===== config.mk =====
export PLATFORM = sky130hd
export DESIGN_NAME = apb3_reg_slave
export DESIGN_NICKNAME = d
export VERILOG_FILES = /design/src/rtl/apb3_reg_slave.sv
export SDC_FILE = /design/constraint.sdc
export NUM_CORES = 1
export LEC_CHECK = 0
export ABC_AREA = 0
export CORE_UTILIZATION = 35
export CTS_CLUSTER_DIAMETER = 80
export DETAILED_ROUTE_END_ITERATION = 6
export PLACE_DENSITY = 0.6
export SYNTH_ARGS = -nofsm -noshare
export SYNTH_HDL_FRONTEND = slang
export SYNTH_SLANG_ARGS = --single-unit

===== constraint.sdc =====
create_clock -name clk -period 27.6 [get_ports clk]
set_clock_uncertainty 0.05 [all_clocks]
set_input_delay 5.52 -clock clk [delete_from_list [all_inputs] [get_ports clk]]
set_output_delay 5.52 -clock clk [all_outputs]
set_load 0.05 [all_outputs]

===== src/rtl/apb3_reg_slave.sv =====
// APB3 completer: NUM_REGS RW control registers, read-only STATUS (0x20) and WCOUNT (0x24).
// Latency: completes after WAIT_STATES access cycles; pready/pslverr/prdata are combinational in ACCESS.
// Backpressure: pready held low for WAIT_STATES cycles; psel drop mid-transfer aborts and flags prot_err.
module apb3_reg_slave #(
    parameter int ADDR_W      = 8,
    parameter int NUM_REGS    = 8,
    parameter int WAIT_STATES = 0
) (
    input  logic                    clk,
    input  logic                    reset,
    input  logic                    psel,
    input  logic                    penable,
    input  logic                    pwrite,
    input  logic [ADDR_W-1:0]       paddr,
    input  logic [31:0]             pwdata,
    output logic [31:0]             prdata,
    output logic                    pready,
    output logic                    pslverr,
    input  logic [31:0]             status_in,
    output logic [32*NUM_REGS-1:0]  ctrl_out,
    output logic                    prot_err
);

    typedef enum logic {
        IDLE   = 1'b0,
        ACCESS = 1'b1
    } state_t;

    localparam logic [3:0]  WAIT_LAST = 4'(WAIT_STATES);
    localparam logic [31:0] STATUS_OFF = 32'h20;
    localparam logic [31:0] WCOUNT_OFF = 32'h24;
    localparam logic [31:0] RW_LIMIT   = 32'(4 * NUM_REGS);

    state_t      state_q, state_d;
    logic [3:0]  wait_cnt_q, wait_cnt_d;
    logic [31:0] regs_q [NUM_REGS];
    logic [31:0] regs_d [NUM_REGS];
    logic [31:0] wcount_q, wcount_d;
    logic        prot_err_q, prot_err_d;

    logic [31:0] addr_ext;
    logic        aligned;
    logic        is_rw;
    logic        is_status;
    logic        is_wcount;
    logic        bad_access;
    logic        pready_w;
    logic        commit;
    logic [31:0] rd_data;

    // Address decode; widened so the comparisons are independent of ADDR_W.
    always_comb begin
        addr_ext   = 32'(paddr);
        aligned    = (paddr[1:0] == 2'b00);
        is_rw      = aligned && (addr_ext < RW_LIMIT);
        is_status  = (addr_ext == STATUS_OFF);
        is_wcount  = (addr_ext == WCOUNT_OFF);
        bad_access = !aligned
                   || !(is_rw || is_status || is_wcount)
                   || (pwrite && (is_status || is_wcount));
    end

    always_comb begin
        rd_data = 32'h0;
        if (is_status) begin
            rd_data = status_in;
        end else if (is_wcount) begin
            rd_data = wcount_q;
        end else begin
            for (int i = 0; i < NUM_REGS; i++) begin
                if (addr_ext == 32'(4 * i)) begin
                    rd_data = regs_q[i];
                end
            end
        end
    end

    always_comb begin
        pready_w = (state_q == ACCESS) && psel && penable && (wait_cnt_q == WAIT_LAST);
        commit   = pready_w && pwrite && !bad_access;
        pready   = pready_w;
        pslverr  = pready_w && bad_access;
        prdata   = (pready_w && !pwrite && !bad_access) ? rd_data : 32'h0;
        prot_err = prot_err_q;
    end

    always_comb begin
        state_d    = state_q;
        wait_cnt_d = wait_cnt_q;
        prot_err_d = prot_err_q;
        case (state_q)
            IDLE: begin
                wait_cnt_d = 4'd0;
                if (psel && !penable) begin
                    state_d = ACCESS;
                end else if (psel && penable) begin
                    prot_err_d = 1'b1;
                end
            end
            ACCESS: begin
                if (!psel) begin
                    state_d    = IDLE;
                    wait_cnt_d = 4'd0;
                    prot_err_d = 1'b1;
                end else if (pready_w) begin
                    state_d    = IDLE;
                    wait_cnt_d = 4'd0;
                end else begin
                    wait_cnt_d = wait_cnt_q + 4'd1;
                end
            end
            default: begin
                state_d    = IDLE;
                wait_cnt_d = 4'd0;
            end
        endcase
    end

    always_comb begin
        wcount_d = wcount_q;
        for (int i = 0; i < NUM_REGS; i++) begin
            regs_d[i] = regs_q[i];
            if (commit && (addr_ext == 32'(4 * i))) begin
                regs_d[i] = pwdata;
            end
        end
        if (commit) begin
            wcount_d = wcount_q + 32'd1;
        end
    end

    always_ff @(posedge clk or posedge reset) begin
        if (reset) begin
            state_q    <= IDLE;
            wait_cnt_q <= 4'd0;
            wcount_q   <= 32'h0;
            prot_err_q <= 1'b0;
            for (int i = 0; i < NUM_REGS; i++) begin
                regs_q[i] <= 32'h0;
            end
        end else begin
            state_q    <= state_d;
            wait_cnt_q <= wait_cnt_d;
            wcount_q   <= wcount_d;
            prot_err_q <= prot_err_d;
            for (int i = 0; i < NUM_REGS; i++) begin
                regs_q[i] <= regs_d[i];
            end
        end
    end

    for (genvar g = 0; g < NUM_REGS; g++) begin : g_ctrl
        assign ctrl_out[32*g +: 32] = regs_q[g];
    end

endmodule

==> metrics.txt, run 1 <==
simple-gate share of the synthesized area=0.0773; CP max FO=47; number of buffers added to fix hold violations after cts=0; total global routing track utilization=0.273; post-synthesis average cell area=12.4 µm²; dominant combinational cell family by area after synthesis=multiplexers; max-slew violations=0; worst slack after detailed placement=12.30 ns; total routed wirelength=57600 µm; data required time at the worst endpoint=22.03 ns; via count of the first global-routing pass=11.9k; proportion of layout cells with a drive suffix above 1=0.243; Clock Pin Slew Worst Setup and Hold Paths=0.05 ns; prevailing post-synth register cell=sky130_fd_sc_hd__dfrtp_1; fill count=3738; summed instance area of the synthesized netlist=14500 µm²; initial antenna violation count=3; net load switching power=0.000234 W; total iterations of the first detailed-routing run=5; leakage component of the power=8.72 nW; Seq pwr share=0.441; Storage cell area=7360 µm²; Worst Path Class, Setup=in2out; Max Cap Viol=0; post-synth cell types=59; pin slew with the least headroom to its limit=1.29 ns; number of DRC markers in iteration 0=634; path category of the worst min-delay check=reg2reg; async set-reset flop share out of synthesis=1.00; number of nets in the final layout=1596; Net Sw Frac=0.238; post-synthesis adder-cell area fraction=0.00258; area occupied by multi-input gates=6670 µm²; Antenna Nets Post-Route=0; Worst Path Arrival=9.70 ns; Final Cycle Share=0.553; post-cts repair resize count=0; share of synthesized area spent on multiplexers=0.265; category of the worst setup path launch point=input pin; synthesized netlist net count=1252; Core Box Area=40900 µm²; number of synthesized flops with an enable pin=0; outcome=complete, no violations; Die Footprint=42300 µm²; proportion of synthesized chip area in sequential cells=0.506; total congestion overflow=0; final-report setup violation count=0; dpl cell area=18600 µm²; global-route wire length before repair=83000 µm; PortBufs=367; cell area after layout=19800 µm²; routed vias=11.6k; post-detailed-route DRC marker count=0; leading cell type by number of instances after synthesis=sky130_fd_sc_hd__dfrtp_1; number of endpoints with negative hold slack in the final report=0; Clock Path Buffers=3; clock insertion delay at the later pin of the skew report=0.54 ns; share of the synthesized area in the top cell type=0.506; CTS sink cnt=294; proportion of power drawn by combinational gates=0.064; Die Span X=206 µm; largest cells by area after synthesis=sky130_fd_sc_hd__dfrtp_1 51%, sky130_fd_sc_hd__mux2_2 20%, sky130_fd_sc_hd__mux2i_1 3.5%, sky130_fd_sc_hd__mux4_2 2.0%, sky130_fd_sc_hd__o21ai_0 2.0%; pin count of the biggest net entering global routing=170; f_max=0.0655 GHz; CTS tree=yes; worst vdd ir=35.2 µV; area delta synth->final=36.1%; Compound-Gate Fraction of Synth Area=0.0926; weighted congestion at the end of routability-driven global placement=0.842; crit path capture type=output port; height of the chip=206 µm; Max-Slew Margin vs Limit=0.134; clock network fraction of design power=0.495; Yosys warning count=0; most common library cells after synthesis=294 x sky130_fd_sc_hd__dfrtp_1, 259 x sky130_fd_sc_hd__mux2_2, 58 x sky130_fd_sc_hd__o21ai_0; root buffer selected by CTS=sky130_fd_sc_hd__clkbuf_16; setup bufs post-CTS=0; initial core utilization=0.355; cell internal power dissipation=0.000749 W; # rows=74; # H-tree levels=2; flip-flop and latch count after synthesis=294; worst reg-to-reg setup slack=23.58 ns; top-level port count=368; Vias per Instance=5.58; HPWL after DPL=39200 µm; ratio of total power to cell area=49.7 nW/µm²; setup repair after global routing missed its margin=false; final worst setup slack=12.33 ns; post-synthesis share of cell area spent on xor and xnor gates=0.0199; worst hold slack across all endpoints=0.424 ns; total clock buffers created by CTS=36; fin crit period=15.27 ns; Total Neg Setup Slack=0 ns; core occupancy in the finished layout=0.483; Post-Syn Instances=1172; average wire per cell in the routed design=27.8 µm; Synth area leader=sky130_fd_sc_hd__dfrtp_1
[stage by stage]
step | total power, W | cells
finish | 0.000983 | 2075
global route | 0.00101 | 2072
CTS | 0.000993 | 2072
detailed placement | 0.000505 | 2010
global placement | 0.000504 | 2010
floorplan | 0.000472 | 1172
[path summary, 6_finish.rpt]
path                          startpoint            end  depth (start not counted)
min                             prot_err       prot_err                          1
min in group asynchronous          reset  ctrl_out[125]                          2
max reg2reg                wait_cnt_q[0]   ctrl_out[69]                          9
max                             paddr[3]      prdata[6]                          8
min reg2reg                     prot_err       prot_err                          1
max in group asynchronous          reset   ctrl_out[81]                          3
[routing by layer]
layer | share of wire | track usage | wire, µm
met1 | 0.43 | 0.357 | 24700
met2 | 0.47 | 0.437 | 27200
met3 | 0.067 | 0.0638 | 3880
met4 | 0.032 | 0.102 | 1870
met5 | 0.00014 | 0 | 8
[critical path, stage by stage]
cell,delay [ns]
sky130_fd_sc_hd__buf_2,0.08
sky130_fd_sc_hd__buf_4,0.55
sky130_fd_sc_hd__nor2b_2,0.87
sky130_fd_sc_hd__nand3_1,0.79
sky130_fd_sc_hd__o21ai_0,0.28
sky130_fd_sc_hd__o22ai_1,0.15
sky130_fd_sc_hd__a221oi_1,0.50
sky130_fd_sc_hd__clkdlybuf4s50_1,0.90
[area by class of cell]
cell class,instances,share of cell area
sequential,294,0.372
multi-input combinational,783,0.337
timing repair buffer,386,0.193
clock buffer,49,0.0516
tap,532,0.0337
clock inverter,13,0.00873
inverter,15,0.00323
antenna,3,0.000380
[state kept, by name, indices dropped and copies added, names as in the netlist]
| register | flops |
|---|---|
| ctrl_out | 256 |
| wcount_q | 32 |
| wait_cnt_q | 4 |
| prot_err | 1 |
| state_q | 1 |
[power by group through the flow]
stage                      logic, W  clock network [W]  registers, W
final                     0.0000626           0.000487      0.000434
after global routing      0.0000669           0.000511      0.000434
after CTS                 0.0000631           0.000496      0.000434
after detailed placement  0.0000628                  0      0.000442
after global placement    0.0000626                  0      0.000442
after floorplan           0.0000263                  0      0.000446
[cell usage in the layout, fill, tap and decap left out, types with 12 or more instances in the layout]
cell	n
sky130_fd_sc_hd__clkdlybuf4s50_1	364
sky130_fd_sc_hd__dfrtp_1	294
sky130_fd_sc_hd__mux2_2	259
sky130_fd_sc_hd__o21ai_0	58
sky130_fd_sc_hd__mux2i_1	51
sky130_fd_sc_hd__nand2_1	49
sky130_fd_sc_hd__nor2_1	46
sky130_fd_sc_hd__clkbuf_16	37
sky130_fd_sc_hd__a21oi_1	36
sky130_fd_sc_hd__o22ai_1	29
sky130_fd_sc_hd__nor3_1	28
sky130_fd_sc_hd__a221oi_1	25
sky130_fd_sc_hd__xor2_1	20
sky130_fd_sc_hd__buf_4	18
sky130_fd_sc_hd__a211oi_1	17
sky130_fd_sc_hd__nand4_1	16
sky130_fd_sc_hd__nand3_1	15
sky130_fd_sc_hd__xnor2_1	13
sky130_fd_sc_hd__mux4_2	13
sky130_fd_sc_hd__mux2_1	12
sky130_fd_sc_hd__inv_1	12
[cells by family (layout without fill, tap and decap cells)]
group,count (synthesis),after routing
AO/OA/AOI/OAI,203,203
XOR/XNOR,33,33
adder cells (fa/ha/maj),3,3
buffers and inverters,95,463
flip-flops,294,294
multiplexers,335,335
other,0,3
AND/OR/NAND/NOR,209,209
Power figures use the tool's default switching activity.
==> run 2, diff against run 1 <==
==> constraint.sdc (replaced) <==
create_clock -name clk -period 14.6 [get_ports clk]
set_clock_uncertainty 0.05 [all_clocks]
set_input_delay 2.92 -clock clk [delete_from_list [all_inputs] [get_ports clk]]
set_output_delay 2.92 -clock clk [all_outputs]
set_load 0.05 [all_outputs]
==> run 2 against run 1 <==
  * Highest routed layer unchanged
  * Critical path depth stayed put
  * Global-route usage decreased by 0.37 points
  * Clock-buffer cell count decreased by 2
  * Worst hold slack got worse by 0.011 ns
  * Sequential power grew 89%
  * Register-to-register slack worse by 13 ns
  * Clock power increased by 96%
==> metrics.txt, run 2 (same netlist as run 1, synthesis figures left out) <==
number of DRC markers in iteration 0=704 (was 634); initial core utilization=0.355 (unchanged); total routed wirelength=57400 µm (was 57600 µm); # H-tree levels=2 (unchanged); max-slew violations=0 (unchanged); number of endpoints with negative hold slack in the final report=0 (unchanged); setup bufs post-CTS=0 (unchanged); f_max=0.0993 GHz; number of cells traversed by the worst register-to-register path=9 (unchanged); Vias per Instance=5.63 (was 5.58); CTS sink cnt=294 (unchanged); flip-flop count of the largest register after layout=256 (unchanged); number of buffers added to fix hold violations after cts=0 (unchanged); cell repeated most along the worst path=sky130_fd_sc_hd__a221oi_1; Final Cycle Share=0.690; Total Neg Setup Slack=0 ns (unchanged); Clock Path Buffers=3 (unchanged); leading cell type in the layout, fill and taps excluded=sky130_fd_sc_hd__clkdlybuf4s50_1 (unchanged); top-level port count=368 (unchanged); PortBufs=367 (unchanged); Die Span X=206 µm (unchanged); crit path capture type=output port (unchanged); number of stages on the worst setup path=8 (unchanged); initial antenna violation count=2 (was 3); CP max FO=45 (was 47); height of the chip=206 µm (unchanged); worst vdd ir=63.8 µV (was 35.2 µV); Non-Filler Instances=2072 (was 2075); worst reg-to-reg setup slack=10.60 ns (was 23.58 ns); Die Footprint=42300 µm² (unchanged); delay of the slowest cell on the worst path=0.93 ns (was 0.90 ns); post-detailed-route DRC marker count=0 (unchanged); final worst setup slack=4.53 ns (was 12.33 ns); fill count=3721 (was 3738); total global routing track utilization=0.269 (was 0.273); category of the worst setup path launch point=input pin (unchanged); ratio of total power to cell area=95.5 nW/µm² (was 49.7 nW/µm²); proportion of layout cells with a drive suffix above 1=0.244 (was 0.243); Reg-to-Reg End=ctrl_out[70] (was ctrl_out[69]); # rows=74 (unchanged); CP endpoint=prdata[13] (was prdata[6]); Max Cap Viol=0 (unchanged); Cells on Worst Hold Path=1 (unchanged); outcome=complete, no violations (unchanged); fin crit period=10.07 ns; Antenna Nets Post-Route=0 (unchanged); Worst Path Arrival=7.10 ns (was 9.70 ns); weighted congestion at the end of routability-driven global placement=0.854 (was 0.842); average wire per cell in the routed design=27.7 µm (was 27.8 µm); slowest library cell on the worst path=sky130_fd_sc_hd__nor2_1 (was sky130_fd_sc_hd__clkdlybuf4s50_1); number of nets in the final layout=1595 (was 1596); worst-path cell chain=buf_2 -> buf_4 -> nor2b_1 -> nand2_1 -> nor2_1 -> a221oi_1 -> a221oi_1 -> clkdlybuf4s50_1 (was buf_2 -> buf_4 -> nor2b_2 -> nand3_1 -> o21ai_0 -> o22ai_1 -> a221oi_1 -> clkdlybuf4s50_1); Buf/Inv on CP=3 (unchanged); HPWL after DPL=39200 µm (about the same); Worst Path Class, Setup=in2out (unchanged); pin count of the biggest net entering global routing=170 (unchanged); routed vias=11.7k (was 11.6k); via count of the first global-routing pass=12.0k (was 11.9k); total clock buffers created by CTS=35 (was 36); Clock Pin Slew Worst Setup and Hold Paths=0.06 ns (was 0.05 ns); post-cts repair resize count=0 (unchanged); Core Box Area=40900 µm² (unchanged); leakage component of the power=8.75 nW (was 8.72 nW); worst reg2reg path startpoint=wait_cnt_q[0] (unchanged); core occupancy in the finished layout=0.485 (was 0.483); setup repair after global routing missed its margin=false (unchanged); total congestion overflow=0 (unchanged); source of the critical timing path=paddr[4] (was paddr[3]); commonest cells after routing, fill and taps aside=364 x sky130_fd_sc_hd__clkdlybuf4s50_1, 294 x sky130_fd_sc_hd__dfrtp_1, 259 x sky130_fd_sc_hd__mux2_2 (unchanged); path category of the worst min-delay check=reg2reg (unchanged); clock insertion delay at the later pin of the skew report=0.54 ns (about the same); total iterations of the first detailed-routing run=5 (unchanged); final-report setup violation count=0 (unchanged); area delta synth->final=36.5% (was 36.1%); data required time at the worst endpoint=11.63 ns (was 22.03 ns); worst slack after detailed placement=4.59 ns (was 12.30 ns); Max-Slew Margin vs Limit=0.0916 (was 0.134); pin slew with the least headroom to its limit=1.35 ns (was 1.29 ns); root buffer selected by CTS=sky130_fd_sc_hd__clkbuf_16 (unchanged); CTS tree=yes (unchanged); CP delay by family, top=simple AND/OR/NAND/NOR gates (unchanged); global-route wire length before repair=82200 µm (was 83000 µm); cell total after placement=2010 (unchanged)
## run 2: changes by cell type in the layout (fill, tap and decap cells not counted), sizes merged
cell | previous run | this run
clkbuf | 49 | 47
diode | 3 | 2
bufinv | 4 | 6
inv | 16 | 14
## run 2: worst min path at each step
| stage | startpoint | to | slack [ns] |
|---|---|---|---|
| after floorplan | wcount_q[31] | wcount_q[31] | 0.39 |
| after global placement | prot_err | prot_err | 0.40 |
| after detailed placement | prot_err | prot_err | 0.41 |
| after CTS | prot_err | prot_err | 0.42 |
| after global routing | prot_err | prot_err | 0.45 |
| final | prot_err | prot_err | 0.41 |
## run 2: layout make-up
cell class                 count  area [µm²]  area share
antenna                        2        5.00    0.000252
clock buffer                  47        1030      0.0521
clock inverter                13         219      0.0110
inverter                      15        63.8     0.00322
multi-input combinational    783        6670       0.336
sequential                   294        7360       0.371
tap                          532         666      0.0336
timing repair buffer         386        3820       0.193
## run 2: where the power goes
group	switching, W	internal [W]	total, W
Sequential	0.00000259	0.000818	0.000820
Combinational	0.0000792	0.0000385	0.000118
Clock	0.000354	0.000601	0.000956
Total	0.000436	0.00146	0.00189
## run 2: layer usage
layer / part of all wire / GRT usage / wire (µm) / up-vias
met5: 0.00023 / 0 / 13 / -
met4: 0.038 / 0.114 / 2200 / 2
met3: 0.075 / 0.0643 / 4330 / 117
met2: 0.46 / 0.419 / 26500 / 486
met1: 0.42 / 0.357 / 24400 / 6014
li1: - / - / - / 5047
## run 2: worst register-to-register path, cell delays in order, from the launching register on
cell and delay (ns):
sky130_fd_sc_hd__dfrtp_1 0.41, sky130_fd_sc_hd__inv_1 0.07, sky130_fd_sc_hd__ha_1 0.14, sky130_fd_sc_hd__nand4bb_1 0.09
sky130_fd_sc_hd__or2_1 0.42, sky130_fd_sc_hd__inv_2 0.25, sky130_fd_sc_hd__nand3_2 0.43, sky130_fd_sc_hd__nor3_4 1.09
sky130_fd_sc_hd__buf_4 0.52, sky130_fd_sc_hd__mux2_2 0.42
## run 2: stage by stage
step	power, W	hold slack [ns]	cell area (µm²)
global placement	0.000952	0.404	18600
finish	0.00189	0.413	19800
detailed placement	0.000953	0.410	18600
global route	0.00195	0.446	19800
floorplan	0.000892	0.391	14500
CTS	0.00191	0.423	19800
==> run 3, diff against run 2 <==
==> constraint.sdc (replaced) <==
create_clock -name clk -period 9.5 [get_ports clk]
set_clock_uncertainty 0.05 [all_clocks]
set_input_delay 1.9 -clock clk [delete_from_list [all_inputs] [get_ports clk]]
set_output_delay 1.9 -clock clk [all_outputs]
set_load 0.05 [all_outputs]
==> run 3 against run 2 <==
  * Die area did not move
  * Total power up 51%
  * Routed wire length increased by 0.85%
  * Sequential share of layout area barely moved
  * Register-to-register slack worse by 5.1 ns
  * Critical path depth fell by 1
  * First-iteration DRC count rose by 14%
  * Clock power up 49%
  * Critical path type unchanged
  * Largest cell class unchanged
  * Largest power group unchanged
  * Highest routed layer is now met4
==> metrics.txt, run 3 (same netlist as run 1, synthesis figures left out) <==
outcome=complete, no violations (unchanged); routed vias=11.6k (was 11.7k); slowest library cell on the worst path=sky130_fd_sc_hd__nor2_1 (unchanged); Non-Filler Instances=2085 (was 2072); total congestion overflow=0 (unchanged); initial antenna violation count=3 (was 2); number of DRC markers in iteration 0=800 (was 704); pin slew with the least headroom to its limit=1.24 ns (was 1.35 ns); setup repair after global routing missed its margin=false (unchanged); setup bufs post-CTS=0 (unchanged); worst vdd ir=104 µV (was 63.8 µV); pin count of the biggest net entering global routing=161 (was 170); HPWL after DPL=39900 µm (was 39200 µm); data required time at the worst endpoint=7.55 ns (was 11.63 ns); Clock Path Buffers=3 (unchanged); total iterations of the first detailed-routing run=5 (unchanged); cell repeated most along the worst path=sky130_fd_sc_hd__a221oi_1 (unchanged); worst reg2reg path startpoint=wait_cnt_q[0] (unchanged); delay of the slowest cell on the worst path=1.04 ns (was 0.93 ns); GR Layer Usage met1=0.365 (was 0.357); number of nets in the final layout=1604 (was 1595); CTS sink cnt=294 (unchanged); cell total after placement=2018 (was 2010); clock insertion delay at the later pin of the skew report=0.54 ns (about the same); Worst Path Class, Setup=in2out (unchanged); number of endpoints with negative hold slack in the final report=0 (unchanged); f_max=0.125 GHz; most used routing layer=met2 (unchanged); Cells on Worst Hold Path=1 (unchanged); category of the worst setup path launch point=input pin (unchanged); fill count=3751 (was 3721); worst reg-to-reg setup slack=5.47 ns (was 10.60 ns); proportion of layout cells with a drive suffix above 1=0.246 (was 0.244); weighted congestion at the end of routability-driven global placement=0.822 (was 0.854); worst-path cell chain=buf_2 -> buf_4 -> nand2b_1 -> nor2_1 -> a221oi_1 -> a221oi_1 -> clkdlybuf4s50_1 (was buf_2 -> buf_4 -> nor2b_1 -> nand2_1 -> nor2_1 -> a221oi_1 -> a221oi_1 -> clkdlybuf4s50_1); hold endpoint=prot_err (unchanged); CP max FO=18 (was 45); max-slew violations=0 (unchanged); Worst Path Arrival=6.02 ns (was 7.10 ns); final-report setup violation count=0 (unchanged); global-route wire length before repair=83800 µm (was 82200 µm); Final Cycle Share=0.839; Storage cell area=7360 µm² (unchanged); # H-tree levels=2 (unchanged); leading cell type in the layout, fill and taps excluded=sky130_fd_sc_hd__clkdlybuf4s50_1 (unchanged); initial core utilization=0.355 (unchanged); area occupied by multi-input gates=6670 µm² (about the same); leakage component of the power=8.75 nW (about the same); path category of the worst min-delay check=reg2reg (unchanged); area delta synth->final=36.6% (was 36.5%); total clock buffers created by CTS=36 (was 35); Max-Slew Margin vs Limit=0.173 (was 0.0916); post-cts repair resize count=0 (unchanged); Max Cap Viol=0 (unchanged); Vias per Instance=5.56 (was 5.63); total routed wirelength=57900 µm (was 57400 µm); Core Box Area=40900 µm² (unchanged); hold path startpoint=prot_err (unchanged); CTS tree=yes (unchanged); crit path capture type=output port (unchanged); Die Footprint=42300 µm² (unchanged); post-detailed-route DRC marker count=0 (unchanged); number of cells traversed by the worst register-to-register path=9 (unchanged); Total Neg Setup Slack=0 ns (unchanged); total global routing track utilization=0.273 (was 0.269); commonest cells after routing, fill and taps aside=364 x sky130_fd_sc_hd__clkdlybuf4s50_1, 294 x sky130_fd_sc_hd__dfrtp_1, 259 x sky130_fd_sc_hd__mux2_2 (unchanged); PortBufs=367 (unchanged); met2 usage=0.434 (was 0.419); fin crit period=7.97 ns; # rows=74 (unchanged); via count of the first global-routing pass=12.2k (was 12.0k); root buffer selected by CTS=sky130_fd_sc_hd__clkbuf_16 (unchanged); Reg-to-Reg End=ctrl_out[118] (was ctrl_out[70]); number of buffers added to fix hold violations after cts=0 (unchanged); met3 Track Usage GR=0.0596 (was 0.0643); height of the chip=206 µm (unchanged); Antenna Nets Post-Route=0 (unchanged); top-level port count=368 (unchanged); ratio of total power to cell area=144 nW/µm² (was 95.5 nW/µm²); average wire per cell in the routed design=27.8 µm (was 27.7 µm); flip-flop count of the largest register after layout=256 (unchanged); Die Span X=206 µm (unchanged); Clock Pin Slew Worst Setup and Hold Paths=0.05 ns (was 0.06 ns)
-- run 3: through the flow --
| step | hold slack [ns] | setup slack [ns] | area, µm² | utilization | total power (W) |
|---|---|---|---|---|---|
| 6_report | 0.414 | 1.53 | 19800 | 0.485 | 0.00286 |
| 5_1_grt | 0.448 | 1.47 | 19800 | 0.485 | 0.00295 |
| 4_1_cts | 0.421 | 1.66 | 19800 | 0.485 | 0.00289 |
| 3_5_place_dp | 0.407 | 1.66 | 18600 | 0.455 | 0.00147 |
| 3_3_place_gp | 0.403 | 1.76 | 18600 | 0.455 | 0.00146 |
| 2_1_floorplan | 0.391 | 2.78 | 14500 | - | 0.00137 |
-- run 3: critical path, delay by kind of cell --
| family | cells | cell delay [ns] |
|---|---|---|
| AOI/OAI and AO/OA | 2 | 0.73 |
| buffers and inverters | 3 | 1.67 |
| and+or+nand+nor | 2 | 1.70 |
-- run 3: worst max path at each step --
stage / startpoint / end / slack, ns / depth (start not counted)
floorplan: paddr[2] / prdata[29] / 2.78 / 7
global placement: paddr[3] / prdata[13] / 1.76 / 7
detailed placement: paddr[3] / prdata[13] / 1.66 / 7
CTS: paddr[3] / prdata[13] / 1.66 / 7
global route: paddr[3] / prdata[13] / 1.47 / 7
finish: paddr[3] / prdata[13] / 1.53 / 7
-- run 3: metal layers --
layer	wire length, µm	share of wire
met1	25000	0.43
met2	27400	0.47
met3	3890	0.067
met4	1670	0.029
met5	0	0
-- run 3: where the power goes --
| part | leakage (nW) | switching [W] | internal [W] |
|---|---|---|---|
| clock | 0.595 | 0.000558 | 0.000861 |
| sequential | 4.08 | 0.00000408 | 0.00126 |
| combinational | 4.08 | 0.000121 | 0.0000603 |
-- run 3: cell type report --
class                   count  area share
flip-flops and latches    294       0.371
multi-input cells         783       0.336
repair buffers            394       0.195
clock buffers              54      0.0539
well taps                 532      0.0335
clock inverters            10     0.00687
inverters                  15     0.00303
diodes                      3    0.000378
